**config.mk**
```make
export PLATFORM = sky130hd
export DESIGN_NAME = pifo_sched_ctrl
export DESIGN_NICKNAME = d
export VERILOG_FILES = /design/src/rtl/pifo_sched_ctrl.sv
export SDC_FILE = /design/constraint.sdc
export NUM_CORES = 1
export LEC_CHECK = 0
export CAP_MARGIN = 20
export CORE_MARGIN = 2
export CORE_UTILIZATION = 34
export DETAILED_ROUTE_END_ITERATION = 6
export PLACE_DENSITY_LB_ADDON = 0.3
export SLEW_MARGIN = 10
export SYNTH_ARGS = -nofsm -noshare
export SYNTH_HDL_FRONTEND = slang
export SYNTH_SLANG_ARGS = --single-unit
```
**constraint.sdc**
```tcl
create_clock -name clk -period 3.07 [get_ports clk]
set_input_delay 0.307 -clock clk [delete_from_list [all_inputs] [get_ports clk]]
set_output_delay 0.307 -clock clk [all_outputs]
set_load 0.03 [all_outputs]
```
**src/rtl/pifo_sched_ctrl.sv**
```systemverilog
// Sequencer in front of a single PIFO: round-robin insert arbitration across enqueue
// ports, one dequeue requester, strict one-op-at-a-time issue with a settle gap.
module pifo_sched_ctrl #(
  parameter int unsigned NUM_PORTS     = 4,
  parameter int unsigned RANK_WIDTH    = 10,
  parameter int unsigned META_WIDTH    = 20,
  parameter int unsigned MAX_ENTRIES   = 160,
  parameter int unsigned L2_OCC        = 8,
  parameter int unsigned SETTLE_CYCLES = 3
) (
  input  logic                             clk,
  input  logic                             rst,
  input  logic [NUM_PORTS-1:0]             req_valid,
  output logic [NUM_PORTS-1:0]             req_ready,
  input  logic [NUM_PORTS*RANK_WIDTH-1:0]  req_rank,
  input  logic [NUM_PORTS*META_WIDTH-1:0]  req_meta,
  input  logic                             deq_req,
  output logic                             deq_valid,
  output logic [RANK_WIDTH-1:0]            deq_rank,
  output logic [META_WIDTH-1:0]            deq_meta,
  output logic                             pifo_insert,
  output logic                             pifo_remove,
  output logic [RANK_WIDTH-1:0]            pifo_rank_in,
  output logic [META_WIDTH-1:0]            pifo_meta_in,
  input  logic [RANK_WIDTH-1:0]            pifo_rank_out,
  input  logic [META_WIDTH-1:0]            pifo_meta_out,
  input  logic                             pifo_valid_out,
  input  logic                             pifo_busy,
  output logic [L2_OCC-1:0]                occupancy
);

  localparam int unsigned PTR_W = (NUM_PORTS > 1) ? $clog2(NUM_PORTS) : 1;
  localparam int unsigned CNT_W = (SETTLE_CYCLES > 1) ? $clog2(SETTLE_CYCLES) : 1;
  localparam logic [L2_OCC-1:0] OCC_MAX  = L2_OCC'(MAX_ENTRIES);
  localparam logic [CNT_W-1:0]  CNT_LAST = CNT_W'(SETTLE_CYCLES - 1);

  typedef enum logic [1:0] {IDLE, ISSUE_INS, ISSUE_REM, SETTLE} state_t;

  state_t           state;
  logic [PTR_W-1:0] rr_ptr;
  logic [PTR_W-1:0] gnt_idx;
  logic [PTR_W-1:0] cand_idx;
  logic             gnt_found;
  logic             prio_ins;
  logic [CNT_W-1:0] settle_cnt;
  logic             rem_ok;
  logic             ins_ok;
  logic             take_rem;
  logic             take_ins;

  // Round-robin search starting at the port just after the last winner.
  always_comb begin
    gnt_idx   = rr_ptr;
    cand_idx  = '0;
    gnt_found = 1'b0;
    for (int unsigned k = 1; k <= NUM_PORTS; k++) begin
      cand_idx = PTR_W'((32'(rr_ptr) + k) % NUM_PORTS);
      if (!gnt_found && req_valid[cand_idx]) begin
        gnt_found = 1'b1;
        gnt_idx   = cand_idx;
      end
    end
  end

  // IDLE decision; prio_ins breaks the tie when both ops are possible.
  always_comb begin
    rem_ok    = deq_req && pifo_valid_out && (occupancy != '0);
    ins_ok    = gnt_found && !pifo_busy && (occupancy < OCC_MAX);
    take_rem  = !rst && (state == IDLE) && rem_ok && (!ins_ok || !prio_ins);
    take_ins  = !rst && (state == IDLE) && ins_ok && !take_rem;
    req_ready = take_ins ? (NUM_PORTS'(1) << gnt_idx) : '0;
  end

  always_ff @(posedge clk) begin
    if (rst) begin
      state        <= IDLE;
      rr_ptr       <= PTR_W'(NUM_PORTS - 1);
      prio_ins     <= 1'b0;
      settle_cnt   <= '0;
      occupancy    <= '0;
      pifo_insert  <= 1'b0;
      pifo_remove  <= 1'b0;
      pifo_rank_in <= '0;
      pifo_meta_in <= '0;
      deq_valid    <= 1'b0;
      deq_rank     <= '0;
      deq_meta     <= '0;
    end else begin
      pifo_insert  <= 1'b0;
      pifo_remove  <= 1'b0;
      pifo_rank_in <= '0;
      pifo_meta_in <= '0;
      deq_valid    <= 1'b0;
      case (state)
        IDLE: begin
          if (take_ins) begin
            state        <= ISSUE_INS;
            pifo_insert  <= 1'b1;
            pifo_rank_in <= req_rank[gnt_idx*RANK_WIDTH +: RANK_WIDTH];
            pifo_meta_in <= req_meta[gnt_idx*META_WIDTH +: META_WIDTH];
            rr_ptr       <= gnt_idx;
            occupancy    <= occupancy + L2_OCC'(1);
            if (rem_ok) prio_ins <= ~prio_ins;
          end else if (take_rem) begin
            state       <= ISSUE_REM;
            pifo_remove <= 1'b1;
            occupancy   <= occupancy - L2_OCC'(1);
            if (ins_ok) prio_ins <= ~prio_ins;
          end
        end
        ISSUE_INS: begin
          state      <= SETTLE;
          settle_cnt <= '0;
        end
        ISSUE_REM: begin
          deq_valid  <= 1'b1;
          deq_rank   <= pifo_rank_out;
          deq_meta   <= pifo_meta_out;
          state      <= SETTLE;
          settle_cnt <= '0;
        end
        SETTLE: begin
          if (settle_cnt == CNT_LAST) state <= IDLE;
          else settle_cnt <= settle_cnt + CNT_W'(1);
        end
        default: state <= IDLE;
      endcase
    end
  end

  // Simulation-only guards: ops are exclusive and occupancy never exceeds capacity.
  always_ff @(posedge clk) begin
    if (!rst) begin
      assert (!(pifo_insert && pifo_remove));
      assert (occupancy <= OCC_MAX);
    end
  end

endmodule
```
==> results of run 1 <==
-- area by class of cell --
cell class,instances,area [um^2]
Clock buffer,10,128
Inverter,11,41.3
Multi-Input combinational cell,231,2110
Clock inverter,4,26.3
Fill cell,954,4360
Timing Repair Buffer,250,2490
Tap cell,140,175
Sequential cell,78,1560
-- cells by family (layout without fill, tap and decap cells) --
| family | after synthesis | in the layout | synth area share, % |
|---|---|---|---|
| DFF | 78 | 78 | 41.1 |
| and+or+nand+nor | 112 | 112 | 15.1 |
| AOI/OAI and AO/OA | 37 | 37 | 7.47 |
| adders and majority gates | 11 | 11 | 3.82 |
| xor gates and xnor gates | 5 | 5 | 1.15 |
| muxes | 66 | 66 | 27.6 |
| buffers and inverters | 31 | 275 | 3.82 |
-- metrics by stage --
stage,instance area (um^2),instances
6_report,6530,724
5_1_grt,6530,724
4_1_cts,6520,724
3_5_place_dp,6360,710
3_3_place_gp,6360,710
2_1_floorplan,3800,340
-- metal layers --
layer  share of wire [%]  track usage [%]  up-vias
met2                  52             33.4      154
met1                  35             17.9     1668
met5                   0                0        -
li1                    -                -     1703
met4                 3.0             9.31        0
met3                  10             7.53       18
-- how the worst max path moves through the flow --
stage / end / slack (ns) / depth (start not counted)
final: occupancy[7] / 0.13 / 11
after global routing: occupancy[7] / -0.02 / 12
after CTS: req_ready[0] / 0.12 / 9
after detailed placement: occupancy[7] / -0.13 / 11
after global placement: occupancy[7] / -0.008 / 11
after floorplan: occupancy[7] / 0.1 / 12
-- flip-flops by register name, indices dropped and copies added (netlist names) --
register and cells:
pifo_rank_in 10, deq_valid 1, occupancy 8, deq_meta 20, pifo_remove 1, prio_ins 1
rr_ptr 2, deq_rank 10, pifo_meta_in 20, settle_cnt 2, pifo_insert 1, state 2
-- layout by cell type, fill, tap and decap left out, types with 2 or more instances in the layout --
cell	instances
mux4_1	3
or3_1	2
clkbuf_8	9
mux4_2	27
xor2_1	5
nand2_1	5
ha_2	2
clkinv_2	2
o21ai_0	4
buf_12	3
a221oi_1	2
o21a_1	3
mux2i_1	36
and2_1	31
o2111ai_1	2
buf_4	17
inv_1	11
o21bai_1	2
a21oi_1	7
nor2b_1	3
nand2b_1	4
ha_1	8
a211oi_1	3
clkdlybuf4s50_1	229
a21o_1	4
dfxtp_1	78
nand3_1	3
nor2_1	47
nor4_1	2
nor3_1	5
o21ai_2	2
-- worst register-to-register path: cells and delay by family, from the launching register on --
family                     cells  cell delay (ns)
and+or+nand+nor                5             1.55
AOI/OAI and AO/OA              2             0.21
buffers and inverters          2             0.26
DFF                            1             0.32
adders and majority gates      2             0.50
-- power by group --
group | switching, mW | internal, mW
Clock | 0.352 | 0.283
Sequential | 0.137 | 1.22
Combinational | 1.13 | 1.16
==> key figures, run 1 <==
Global route
  • GRT Util Overall: a little under a fifth
  • Largest net degree at the start of global routing: 49
  • Vias in the first global route: 3,606
  • First-pass GRT wire length: 16.8 mm
  • Grt ovf: 0
  • Initial antenna violation count: 0

Drt
  • Vias per cell: 4.89
  • DR WL/cell: 15.7 um
  • 1st-iter DRT viols: 111
  • DRC violations left: 0
  • DR vias: 3,543
  • Drt first pass iters: 4
  • Routed Antenna Nets: 0
  • Routed wire length: 11.3 mm

Logic synthesis
  • Cell taking the most area after synthesis: dfxtp_1
  • Async set-reset flop share out of synthesis: 0%
  • Synth unique cells: 47
  • Top post-synthesis cells by count: 78 x dfxtp_1, 47 x nor2_1, 36 x mux2i_1
  • Predominant post-synthesis flop cell: dfxtp_1
  • Net Count, Synth: 510
  • Top cells by area, synth: dfxtp_1 41%, mux4_2 16%, mux2i_1 9.5%
  • Count leader, synth: dfxtp_1
  • Synth Warn #: 0
  • Synth top area share: 41.1%
  • Synth Area per Inst: between 10 and 15 um^2
  • Sequential share of the synthesized area: 41.1%
  • Mapped cell area: 0.00380 mm^2
  • Syn Inst Count: 340
  • FF+latch count, synth: 78
  • Post-synth EDFFs: 0

Clock network
  • Clk_lat worst skew: approximately 0.34 ns
  • Clock transition at path regs: 0.07 ns
  • Setup repair bufs after CTS: 0
  • Clock buffer depth: 2
  • Num CTS Buffers: 9
  • Clock Sinks: 78
  • Hold bufs inserted after CTS: 0
  • Root Buffer: clkbuf_8
  • H-Tree Depth: 3
  • Gates resized, CTS repair: 0
  • CTS tree: yes

Floorplanning
  • Die area: 0.0120 mm^2
  • Initial Utilization: 34.9%
  • Num ports: approximately 230
  • # rows: 38
  • Die width: about 110 um
  • Die height: 110 um
  • Placeable Area: ~0.011 mm^2

Worst setup path
  • CP startpoint: state[0]
  • CP top delay family: simple AND/OR/NAND/NOR gates
  • R2R cell count: 11
  • Crit Reg-Reg Startpoint: state[0]
  • Startpoint Class: flip-flop
  • Max FO, Critical Path: 8
  • Critical path cell sequence: inv_1 -> ha_1 -> and2b_1 -> or4b_1 -> nor2b_2 -> inv_1 -> ha_1 -> or3_1 -> o211a_1 -> or3_1 -> o311ai_1
  • Worst path required time: 3.32 ns
  • Reg2reg setup slack: 0.13 ns
  • Critical-path top delay cell: or4b_1
  • RR Endpoint: occupancy[7]
  • Worst Setup End Kind: flip-flop
  • Largest stage delay, worst path: approximately 0.49 ns
  • CP Class: flip-flop to flip-flop
  • CP arrival: 3.19 ns
  • Worst path buffer plus inverter count: 2

Hold path
  • Worst Hold Class: flip-flop to flip-flop
  • Hold EP: deq_meta[12]
  • Hold path cells: 2
  • Hold path start: deq_meta[12]

Power and ir drop
  • Pwr Density: 656 mW/mm^2
  • Power after layout: 4.28 mW
  • Peak supply drop: 270 uV
  • Leak: 2.50 nW

Placed design
  • GPL Wtd Cong: 0.845
  • Placement Setup Slack: -0.133 ns
  • Post-DP HPWL: 9.24 mm
  • PortBufs: roughly 230

STA
  • Final setup viols: 0
  • Setup TNS after final layout: 0 ns
  • Final hold violations: 0
  • Unrepaired setup endpoints after global routing: true
  • Final WS setup: 0.134 ns
  • Fin crit period: 2.94 ns
  • Highest Clock Rate: 341 MHz
  • Clk_skew: 0.0105 ns
  • Share of the clock period used by the worst path: 95.6%
  • Pins Over Slew Limit: 0
  • Slew HR: 37.3%
  • Hold WS: roughly 0.49 ns
  • Worst-Margin Slew: around 0.94 ns

Cells and area
  • End-of-flow core utilization: 60.0%
  • Final nets: 751
  • Share of cells above drive strength 1: 12.2%
  • Synth-to-Final Area Change: 71.8%
  • Antenna Cells: 0

Outcome
  • Status: finished clean

Job
  • Max Cap Viol: 0
(Power assumes the default switching activity.)
==> run 2: changes to the inputs <==
--- a/config.mk
+++ b/config.mk
@@ -6,10 +6,13 @@
 export NUM_CORES = 1
 export LEC_CHECK = 0
 export CAP_MARGIN = 20
+export CELL_PAD_IN_SITES_DETAIL_PLACEMENT = 2
+export CELL_PAD_IN_SITES_GLOBAL_PLACEMENT = 2
 export CORE_MARGIN = 2
-export CORE_UTILIZATION = 34
+export CORE_UTILIZATION = 19
 export DETAILED_ROUTE_END_ITERATION = 6
 export PLACE_DENSITY_LB_ADDON = 0.3
+export SKIP_CTS_REPAIR_TIMING = 1
 export SLEW_MARGIN = 10
 export SYNTH_ARGS = -nofsm -noshare
 export SYNTH_HDL_FRONTEND = slang
==> run 2 against run 1 <==
Compared with the run above:
- non-clock buffer count rose by 3
- sequential share of layout area down 1.4 points
- die area increased by 76%
- first-iteration DRC count fell by 62%
- critical path depth is 1 higher
- fmax up 0.66%
- hold slack improved by 0.0057 ns
- combinational power rose by 9.6%
- flip-flop and latch count stayed put
- cell count rose by 18%
- sequential power barely moved
- largest power group unchanged
- highest routed layer unchanged
==> key figures, run 2 (synthesis gave the netlist of run 1 again) <==
Outcome
  • Status: finished clean

Global route
  • Largest net degree at the start of global routing: 49 (unchanged)
  • First-pass GRT wire length: 23.2 mm (+38%)
  • Vias in the first global route: 4,280 (+19%)
  • Grt ovf: 0 (unchanged)
  • GRT Util Overall: 14.2% (-4.2 points)
  • Initial antenna violation count: 0 (unchanged)

Worst setup path
  • Startpoint Class: flip-flop
  • Worst path buffer plus inverter count: 2 (unchanged)
  • Worst path required time: 3.30 ns (-0.02 ns)
  • Reg2reg setup slack: 0.15 ns (+0.02 ns)
  • Worst Setup End Kind: flip-flop
  • Critical path cell sequence: inv_1 -> ha_1 -> and2b_2 -> or4b_4 -> nor2b_4 -> inv_4 -> ha_1 -> a21oi_2 -> o2111ai_1 -> o211a_1 -> or3_1 -> o311ai_2
  • RR Endpoint: occupancy[7]
  • R2R cell count: 12 (+1)
  • Max FO, Critical Path: 8 (unchanged)
  • Critical-path top delay cell: or4b_4
  • Crit Reg-Reg Startpoint: state[0]
  • CP Class: flip-flop to flip-flop
  • CP top delay family: simple AND/OR/NAND/NOR gates
  • Most frequent CP cell: ha_1
  • CP arrival: 3.15 ns (-0.04 ns)
  • Largest stage delay, worst path: 0.49 ns (about the same)

Clock network
  • Clk_lat worst skew: 0.33 ns (about the same)
  • H-Tree Depth: 3 (unchanged)
  • Clock buffer depth: 2 (unchanged)
  • Clock transition at path regs: 0.06 ns (about the same)
  • Num CTS Buffers: 9 (unchanged)
  • Clock Sinks: 78 (unchanged)
  • CTS tree: yes
  • Root Buffer: clkbuf_16

Cells and area
  • Final nets: 754 (+0.40%)
  • Largest registers: deq_meta: 20 flops, pifo_meta_in: 20 flops
  • Sequential Area: 0.00156 mm^2 (unchanged)
  • Commonest non-fill, non-tap cell in the layout: clkdlybuf4s50_1
  • Footprint of the multi-input gates: 0.00216 mm^2 (+2.5%)
  • Synth-to-Final Area Change: 82.2%
  • Antenna Cells: 0 (unchanged)
  • Commonest cells after routing, fill and taps aside: 228 x clkdlybuf4s50_1, 78 x dfxtp_1, 47 x nor2_1
  • FILL cells: 2,106 (+120%)
  • Share of cells above drive strength 1: 14.4% (+2.3 points)

STA
  • Final hold violations: 0 (unchanged)
  • Setup TNS after final layout: 0 ns (unchanged)
  • Share of the clock period used by the worst path: 95.0% (-0.63 points)
  • Highest Clock Rate: 343 MHz (+0.66%)
  • Unrepaired setup endpoints after global routing: false
  • Pins Over Slew Limit: 0 (unchanged)
  • Slew HR: 34.2% (-3.1 points)
  • Fin crit period: 2.92 ns (-0.0192 ns)
  • Final setup viols: 0 (unchanged)
  • Worst-Margin Slew: 0.987 ns (+0.0464 ns)
  • Clk_skew: 0.0113 ns (+0.000830 ns)

Floorplanning
  • # rows: 51 (+34%)
  • Num ports: 234 (unchanged)
  • Die area: 0.0212 mm^2 (+76%)
  • Die width: 145 um (+33%)
  • Die height: 145 um (+33%)
  • Placeable Area: 0.0195 mm^2 (+79%)
  • Initial Utilization: 19.5% (-15 points)

Drt
  • Vias per cell: 4.25 (-13%)
  • DR WL/cell: 17.6 um (+12%)
  • DR vias: 3,633 (+2.5%)
  • DRC violations left: 0 (unchanged)
  • 1st-iter DRT viols: 42 (-62%)
  • Routed wire length: 15.0 mm (+33%)
  • Drt first pass iters: 4 (unchanged)
  • Routed Antenna Nets: 0 (unchanged)

Placed design
  • PortBufs: 233 (unchanged)
  • Post-DP HPWL: 12.3 mm (+33%)
  • GPL Wtd Cong: 0.800 (-5.3%)

Power and ir drop
  • Power after layout: 5.06 mW (+18%)
  • Leak: 2.60 nW (+4.1%)
  • Peak supply drop: 216 uV (-20%)
  • Pwr Density: 730 mW/mm^2 (+11%)

Hold path
  • Hold EP: deq_meta[12]
  • Worst Hold Class: flip-flop to flip-flop
  • Hold path cells: 2 (unchanged)
  • Hold path start: deq_meta[12]

Job
  • Max Cap Viol: 0 (unchanged)
[run 2: cell type report]
type                    count  area share [%]
repair buffers            253            36.0
clock buffers              10            3.45
inverters                  11           0.632
multi-input cells         231            31.2
clock inverters             6            1.34
well taps                 265            4.79
flip-flops and latches     78            22.5
[run 2: worst register-to-register path: cells and delay by family (launching register included)]
| family | cells | cell delay (ns) |
|---|---|---|
| AOI/OAI and AO/OA | 4 | 0.59 |
| buffers and inverters | 2 | 0.21 |
| DFF | 1 | 0.31 |
| and+or+nand+nor | 4 | 1.21 |
| adders and majority gates | 2 | 0.50 |
[run 2: power by group]
part / switching [mW] / internal, mW / leakage (nW) / total [mW]
Sequential: 0.154 / 1.22 / 0.635 / 1.37
Combinational: 1.24 / 1.27 / 1.81 / 2.51
Clock: 0.438 / 0.739 / 0.155 / 1.18
[run 2: how the worst max path moves through the flow]
| stage | cells after the start | end | start | slack (ns) |
|---|---|---|---|---|
| floorplan | 12 | occupancy[7] | state[0] | 0.1 |
| global placement | 10 | occupancy[7] | req_valid[2] | 0.10 |
| detailed placement | 11 | occupancy[7] | req_valid[0] | -0.06 |
| CTS | 12 | occupancy[7] | state[0] | -0.01 |
| global route | 13 | occupancy[7] | state[0] | 0.009 |
| finish | 12 | occupancy[7] | state[0] | 0.15 |
[run 2: per-stage QoR]
step           instance area [um^2]  hold slack (ns)  util [%]  instances  setup WS [ns]
5_1_grt                        6930            0.536      35.5        854        0.00884
2_1_floorplan                  3800            0.454         -        340         0.0985
6_report                       6930            0.497      35.5        854          0.153
3_3_place_gp                   6530            0.472      33.4        838          0.102
3_5_place_dp                   6530            0.487      33.4        838        -0.0606
4_1_cts                        6860            0.503      35.1        854        -0.0119
[run 2: per-layer routing]
metal,share of wire (%),track usage (%),routed length (um)
met3,9.2,5.77,1380
met2,54,27.2,8160
met1,35,13.6,5210
met5,0,0,0
met4,1.9,5.05,292
